`config.mk`:
```
export PLATFORM = sky130hd
export DESIGN_NAME = booth_seq_multiplier
export DESIGN_NICKNAME = d
export VERILOG_FILES = /design/src/rtl/booth_seq_multiplier.sv
export SDC_FILE = /design/constraint.sdc
export NUM_CORES = 1
export LEC_CHECK = 0
export CORE_MARGIN = 3
export CORE_UTILIZATION = 45
export CTS_CLUSTER_SIZE = 8
export DETAILED_ROUTE_END_ITERATION = 16
export HOLD_SLACK_MARGIN = 0.03
export PLACE_DENSITY = 0.69
export SYNTH_ARGS = -nofsm -noshare
export SYNTH_HDL_FRONTEND = slang
export SYNTH_SLANG_ARGS = --single-unit
```
`constraint.sdc`:
```
create_clock -name clk -period 3.51 [get_ports clk]
set_clock_uncertainty 0.15 [all_clocks]
set_input_delay 0.5265 -clock clk [delete_from_list [all_inputs] [get_ports clk]]
set_output_delay 0.5265 -clock clk [all_outputs]
set_load 0.01 [all_outputs]
```
`src/rtl/booth_seq_multiplier.sv`:
```
// booth_seq_multiplier
//   Sequential radix-2 Booth multiplier for signed two's-complement operands.
//   One shared WIDTH+1-bit ripple adder, built from booth_fa cells, performs
//   one partial-product step per clock. The result is ready WIDTH+1 cycles
//   after an accepted start.
//
//   Ports
//     clk           in   rising-edge clock
//     rst_n         in   asynchronous active-low reset
//     start         in   multiply request, sampled when busy=0
//     multiplicand  in   signed M, captured on the accepting edge
//     multiplier    in   signed Q, captured on the accepting edge
//     busy          out  high while iterating (RUN)
//     done          out  one-cycle pulse, product valid from this cycle
//     product       out  signed M*Q, held until the next completion
//     state_dbg     out  current FSM state (IDLE=0, RUN=1, DONE=2)
//
//   Handshake: a request is accepted on a rising clk edge where start=1 and
//   the block is in IDLE or DONE (busy=0). start is ignored while busy=1.
//   done rises for exactly one cycle when product is updated; no
//   acknowledge is needed and product stays stable until the next done.

module booth_fa (
  input  logic a,
  input  logic b,
  input  logic cin,
  output logic sum,
  output logic cout
);
  assign sum  = a ^ b ^ cin;
  assign cout = (a & b) | (cin & (a ^ b));
endmodule

module booth_seq_multiplier #(
  parameter int WIDTH = 5,
  parameter int CNT_W = 3
) (
  input  logic                 clk,
  input  logic                 rst_n,
  input  logic                 start,
  input  logic [WIDTH-1:0]     multiplicand,
  input  logic [WIDTH-1:0]     multiplier,
  output logic                 busy,
  output logic                 done,
  output logic [2*WIDTH-1:0]   product,
  output logic [1:0]           state_dbg
);

  typedef enum logic [1:0] {
    IDLE = 2'd0,
    RUN  = 2'd1,
    DONE = 2'd2
  } state_t;

  state_t state, next_state;

  logic [WIDTH-1:0] m_reg;
  logic [WIDTH:0]   a_reg;   // one guard bit so A - (-2^(W-1)) cannot overflow
  logic [WIDTH-1:0] q_reg;
  logic             qm1;
  logic [CNT_W-1:0] cnt;

  logic             load;
  logic             sub;
  logic [WIDTH:0]   add_b;
  logic [WIDTH:0]   add_sum;
  logic [WIDTH:0]   carry;
  logic [WIDTH:0]   a_next;
  logic [WIDTH:0]   a_sh;
  logic [WIDTH-1:0] q_sh;

  // {Q[0],Qm1} = 10 subtracts M (invert and carry in 1), 01 adds M.
  assign sub      = q_reg[0] & ~qm1;
  assign add_b    = sub ? ~{m_reg[WIDTH-1], m_reg} : {m_reg[WIDTH-1], m_reg};
  assign carry[0] = sub;

  for (genvar i = 0; i < WIDTH; i++) begin : g_fa
    booth_fa u_fa (
      .a    (a_reg[i]),
      .b    (add_b[i]),
      .cin  (carry[i]),
      .sum  (add_sum[i]),
      .cout (carry[i+1])
    );
  end

  // The carry out of the sign position carries no information in two's
  // complement, so the top cell only forms the sum.
  assign add_sum[WIDTH] = a_reg[WIDTH] ^ add_b[WIDTH] ^ carry[WIDTH];

  // 00 / 11 leave A unchanged; the adder result is discarded.
  assign a_next = (q_reg[0] ^ qm1) ? add_sum : a_reg;

  // Arithmetic right shift of {A_next, Q, Qm1}.
  assign a_sh = {a_next[WIDTH], a_next[WIDTH:1]};
  assign q_sh = {a_next[0], q_reg[WIDTH-1:1]};

  always_ff @(posedge clk or negedge rst_n) begin
    if (!rst_n) state <= IDLE;
    else        state <= next_state;
  end

  always_comb begin
    next_state = state;
    load       = 1'b0;
    case (state)
      IDLE: begin
        if (start) begin
          load       = 1'b1;
          next_state = RUN;
        end
      end
      RUN: begin
        if (cnt == '0) next_state = DONE;
      end
      DONE: begin
        if (start) begin
          load       = 1'b1;
          next_state = RUN;
        end else begin
          next_state = IDLE;
        end
      end
      default: next_state = IDLE;
    endcase
  end

  always_ff @(posedge clk or negedge rst_n) begin
    if (!rst_n) begin
      m_reg   <= '0;
      a_reg   <= '0;
      q_reg   <= '0;
      qm1     <= 1'b0;
      cnt     <= '0;
      product <= '0;
    end else if (load) begin
      m_reg <= multiplicand;
      q_reg <= multiplier;
      a_reg <= '0;
      qm1   <= 1'b0;
      cnt   <= CNT_W'(WIDTH - 1);
    end else if (state == RUN) begin
      a_reg <= a_sh;
      q_reg <= q_sh;
      qm1   <= q_reg[0];
      if (cnt == '0) product <= {a_sh[WIDTH-1:0], q_sh};
      else           cnt     <= cnt - CNT_W'(1);
    end
  end

  assign busy      = (state == RUN);
  assign done      = (state == DONE);
  assign state_dbg = state;

endmodule

```
* After elaboration in Yosys (flattened, before gate mapping)
Index checks and enable logic that the tools add are counted.
** Storage, ports and cells
- Memory bits (read-only) :: 0
- Output and inout bits :: 14
- Input port bits :: 13
- Memories kept :: 0
- Register bits after elaboration :: 32
- Latch bits :: 0
- RAM bits :: 0
- Word-level logic and storage cells :: 69
** Operators by class
- $mul :: 0
- Order comparisons :: 0
- $add $sub $neg :: 1
- Reductions and logical operators :: 7
- Bitwise operators :: 32
- Mux-type cells :: 17
- Shift-type cells :: 0
- Divide/modulo/power cells :: 0
- Equal/unequal tests :: 5
** Operators with widths (count)
- $mux 6 :: 4
- $xor 1x1->1 :: 13
- $and 1x1->1 :: 11
- $mux 5 :: 2
- $mux 3 :: 3
- $not 6->6 :: 1
- $pmux 2 s3 :: 1
- $mux 1 :: 5
- $or 1x1->1 :: 5
- $mux 2 :: 2
- $ne 2x2->1 const B :: 2
- $reduce_and 2->1 :: 2
- $logic_not 3->1 :: 1
- $reduce_and 3->1 :: 1
- $sub 3x1->3 const B :: 1
- $eq 2x1->1 const B :: 1
- $eq 2x2->1 const B :: 1
- $logic_not 2->1 :: 1
- $ne 2x1->1 const B :: 1
- $not 1->1 :: 2
- $reduce_bool 2->1 :: 1
- $reduce_or 2->1 :: 1

* Logic depth before layout (Yosys ltp)
Gate-level depths: netlist (run 1).
- Depth in word-level cells :: 18
- Depth in mapped cells :: 12

* Hierarchy
A second synthesis (run 1) with hierarchy kept.
** Second synthesis, totals
- Cells, all modules :: 134
- Area, all modules :: 1507.7 µm²
** Modules (own cells, without submodules)
- booth_seq_multiplier :: cells each 129, times used 1, area an instance 1407.6 µm², seq. area each 775.7 µm²
- booth_fa :: cells each 1, times used 5, area an instance 20.0 µm², seq. area each 0.0 µm²

* Least setup slack after synthesis (run 1)
No wires, ideal clock.
- Kind :: reg-to-reg
- Start point :: reg q_reg[0]
- End point :: reg product[8]
- Path slack :: 0.572 ns
- Stages on the path, launching flop included :: 11
- Data arrival time :: 2.724 ns
- Buffers on the path :: 1
- Library setup time :: 0.064 ns
- Required time :: 3.296 ns
- Cell sequence :: dfrtp_1 -> ha_1 -> clkbuf_1 -> mux2_2 -> fa_1 -> fa_1 -> inv_1 -> fa_1 -> fa_1 -> mux2i_1 -> mux2_4
** Between the ends
- Longest elaborated chain between the ends :: 13
** RTL lines
- start: declaration :: line 59 : logic [WIDTH-1:0] q_reg;
- start signal: assignment :: line 138 : q_reg <= multiplier;
- start signal: assignment :: line 144 : q_reg <= q_sh;
- $and 1x1->1 :: line 73 : assign sub = q_reg[0] & ~qm1;
- $mux 6 :: line 74 : assign add_b = sub ? ~{m_reg[WIDTH-1], m_reg} : {m_reg[WIDTH-1], m_reg};
- $xor 1x1->1 :: line 31 : assign cout = (a & b) | (cin & (a ^ b));
- $and 1x1->1 :: line 31
- $or 1x1->1 :: line 31
- $and 1x1->1 :: line 31
- $or 1x1->1 :: line 31
- $and 1x1->1 :: line 31
- $or 1x1->1 :: line 31
- $and 1x1->1 :: line 31
- $or 1x1->1 :: line 31
- $xor 1x1->1 :: line 30 : assign sum = a ^ b ^ cin;
- $mux 6 (*) :: line 92 : assign a_next = (q_reg[0] ^ qm1) ? add_sum : a_reg;
- end signal: assignment :: line 146 : if (cnt == '0) product <= {a_sh[WIDTH-1:0], q_sh};
- end: declaration :: line 45 : output logic [2*WIDTH-1:0] product,
Mark *: on every way between the ends. The rest lies on a longest branch, timed or not.
A chain may end at the register's enable or synchronous reset.

* Worst setup path after layout (run 1)
Same ends and word-level chain as after synthesis.

==> flow_metrics.env, run 1 <==
export IMPL_gp_routability_congestion=0.842
export IMPL_cts_resized=0
export IMPL_clk_latency_ps=350
export IMPL_synth_area_leaders="dfrtp_1, fa_1, nand2_1"
export IMPL_reg2reg_to="product[8]"
export IMPL_clockBufferDepth=2
export IMPL_postCtsSetupBuffers=0
export IMPL_synthArstFlopShare_pct=100
export IMPL_power_density_nw_per_um2=1060
export IMPL_final_util_pct=59.7
export IMPL_ys_ff_latch=31
export IMPL_final_area_um2=1880
export IMPL_synth_most_common_cell="dfrtp_1"
export IMPL_cap_violations=0
export IMPL_grt_pass1_wl_mm=5.05
export IMPL_ios=27
export IMPL_die_w_um=64.4
export IMPL_regMostFlops="product"
export IMPL_synth_commonest_cells="dfrtp_1, nand2_1, inv_1, mux2i_1, nor2_1"
export IMPL_cts_buffers=5
export IMPL_ys_warn_count=0
export IMPL_irDropWorstVdd_mv=0.404
export IMPL_max_stage_delay_ps=420
export IMPL_leakage_nw=0.871
export IMPL_crit_chain="ha_1 -> mux2_2 -> fa_1 -> fa_1 -> inv_1 -> fa_1 -> fa_1 -> mux2i_1 -> mux2_4"
export IMPL_start_util_pct=48.7
export IMPL_synth_yosys_seq_area_share_pct=50.5
export IMPL_syn_to_final_growth_pct=22.5
export IMPL_setup_violations_final=0
export IMPL_crit_buf_inv=1
export IMPL_grtUsageTotal_pct=16.5
export IMPL_antenna_found_initial=0
export IMPL_postRouteWirelength_mm=2.94
export IMPL_worstReg2RegStart="q_reg[0]"
export IMPL_synth_nets=160
export IMPL_cts_tree="done"
export IMPL_viasPerCell=5.03
export IMPL_netlist_area_um2=1540
export IMPL_grt_pass1_vias=1100
export IMPL_numPlacedInstances=201
export IMPL_required_ps=3640
export IMPL_rsz0062_at_grt="no"
export IMPL_max_slew_worst_pin_slew_ps=692
export IMPL_drt_iter0_markers=35
export IMPL_drt_pre_antenna_iters=4
export IMPL_clk_root_buffer_cell="clkbuf_4"
export IMPL_path_class="register to register"
export IMPL_yosysTopAreaCell="dfrtp_1"
export IMPL_largest_reg_flops=10
export IMPL_hold_viol_final=0
export IMPL_fp_dieArea_um2=4150
export IMPL_critical_path_max_fanout=5
export IMPL_grt_ovfl_total=0
export IMPL_synth_edff_count=0
export IMPL_htreeDepth=2
export IMPL_end_kind="register"
export IMPL_cp_top_family="adder cells"
export IMPL_start_kind="register"
export IMPL_holdBufCountCts=0
export IMPL_routed_via_count=1052
export IMPL_setup_tns_ps=0
export IMPL_fp_dieH_um=64.4
export IMPL_cp_common_cell="fa_1"
export IMPL_placed_area_um2=1800
export IMPL_diodes=0
export IMPL_hold_class="register to register"
export IMPL_synthCells=139
export IMPL_wl_per_cell_um=14.1
export IMPL_slowest_stage="fa_1"
export IMPL_rrSetupSlack_ps=470
export IMPL_fin_crit_sh_pct=86.6
export IMPL_grt_max_degree=32
export IMPL_remaining_drc_errors=0
export IMPL_synthFlopType="dfrtp_1"
export IMPL_hold_ws_ps=336
export IMPL_avgSynthCellArea_um2=11.1
export IMPL_layout_min_cycle_time_ps=3040
export IMPL_cp_data_arrival_time_ps=3170
export IMPL_placementRows=20
export IMPL_cts_sinks=31
export IMPL_hold_depth=1
export IMPL_yosysUniqueCellTypes=30
export IMPL_slew_headroom_pct=53.8
export IMPL_clkSlewWorstSetupHoldPaths_ps=110
export IMPL_port_buffers=26
export IMPL_core_area_um2=3150
export IMPL_reg2reg_depth=9
export IMPL_min_to="cnt[0]"
export IMPL_dp_hpwl_mm=2.12
export IMPL_min_from="cnt[0]"
export IMPL_synth_top_area_share_pct=50.5
export IMPL_maxSlewViolCount=0
export IMPL_post_route_cells_drive_above_1_share_pct=10.9
export IMPL_status="finished clean"
export IMPL_fmax_ghz=0.329
export IMPL_stdcell_count=209
export IMPL_nets=185
export IMPL_postRouteAntennaNets=0
through the flow:
step / setup WS, ps / power, mW
finish: 472 / 2.00
global route: 330 / 2.18
CTS: 458 / 2.01
detailed placement: 483 / 1.71
global placement: 580 / 1.67
floorplan: 572 / 1.41
per-layer routing:
| layer | up-vias | wire length, µm | global-route usage [%] |
|---|---|---|---|
| li1 | 504 | - | - |
| met4 | 0 | 32 | 7.12 |
| met5 | - | 0 | 0 |
| met2 | 27 | 1440 | 25.4 |
| met3 | 4 | 150 | 6.59 |
| met1 | 517 | 1320 | 20.4 |
cell families (layout without fill, tap and decap cells):
group	after synthesis	in the layout	share of synthesized area [%]
AO/OA/AOI/OAI	19	19	8.39
XOR/XNOR	5	5	2.85
adder cells (fa/ha/maj)	8	8	8.96
buffers and inverters	18	44	6.35
flip-flops	31	31	50.5
multiplexers	15	15	10.6
AND/OR/NAND/NOR	43	43	12.4
cell type report:
cell class | instances | area, µm²
well taps | 44 | 55.1
inverters | 9 | 33.8
clock buffers | 6 | 51.3
flip-flops and latches | 31 | 776
clock inverters | 2 | 35.0
repair buffers | 27 | 268
fillers | 295 | 1270
multi-input cells | 90 | 663
how the worst max path moves through the flow:
| stage | from | endpoint | slack [ps] | depth (start not counted) |
|---|---|---|---|---|
| 6_report | q_reg[0] | product[8] | 470 | 9 |
| 4_1_cts | q_reg[0] | product[8] | 460 | 9 |
| 3_5_place_dp | q_reg[0] | product[8] | 480 | 9 |
| 3_3_place_gp | q_reg[0] | product[8] | 580 | 9 |
| 5_1_grt | q_reg[0] | a_reg[3] | 330 | 9 |
| 2_1_floorplan | q_reg[0] | product[8] | 570 | 10 |
cell usage in the layout, fill, tap and decap left out, types with 4 or more instances in the layout:
master | Yosys | layout
fa_1 | 5 | 5
nand2_1 | 26 | 26
mux2i_1 | 8 | 8
a21oi_1 | 5 | 5
mux2_2 | 6 | 6
nor2b_1 | 4 | 4
nor2_1 | 7 | 7
clkbuf_4 | 0 | 5
dfrtp_1 | 31 | 31
inv_1 | 8 | 8
clkdlybuf4s50_1 | 0 | 26
where the power goes:
| group | total (mW) | internal, mW | switching, mW |
|---|---|---|---|
| sequential | 0.665 | 0.537 | 0.128 |
| combinational | 1.03 | 0.503 | 0.531 |
| clock | 0.296 | 0.168 | 0.128 |
(Power assumes the default switching activity.)
==> run 2, diff against run 1 <==
--- a/config.mk
+++ b/config.mk
@@ -7,10 +7,12 @@
 export LEC_CHECK = 0
 export CORE_MARGIN = 3
 export CORE_UTILIZATION = 45
+export CTS_CLUSTER_DIAMETER = 50
 export CTS_CLUSTER_SIZE = 8
 export DETAILED_ROUTE_END_ITERATION = 16
 export HOLD_SLACK_MARGIN = 0.03
 export PLACE_DENSITY = 0.69
+export SLEW_MARGIN = 20
 export SYNTH_ARGS = -nofsm -noshare
 export SYNTH_HDL_FRONTEND = slang
 export SYNTH_SLANG_ARGS = --single-unit
==> results of run 2 <==
Same layout as run 1: the final DEF is identical, and so are final timing and power.
==> run 3, diff against run 2 <==
--- a/config.mk
+++ b/config.mk
@@ -7,7 +7,6 @@
 export LEC_CHECK = 0
 export CORE_MARGIN = 3
 export CORE_UTILIZATION = 45
-export CTS_CLUSTER_DIAMETER = 50
 export CTS_CLUSTER_SIZE = 8
 export DETAILED_ROUTE_END_ITERATION = 16
 export HOLD_SLACK_MARGIN = 0.03
==> constraint.sdc (replaced) <==
create_clock -name clk -period 3.51 [get_ports clk]
set_clock_uncertainty 0.15 [all_clocks]
set_input_delay 0.702 -clock clk [delete_from_list [all_inputs] [get_ports clk]]
set_output_delay 0.702 -clock clk [all_outputs]
set_load 0.01 [all_outputs]
==> results of run 3 <==
Same layout as run 1 (identical final DEF). Status: finished clean.
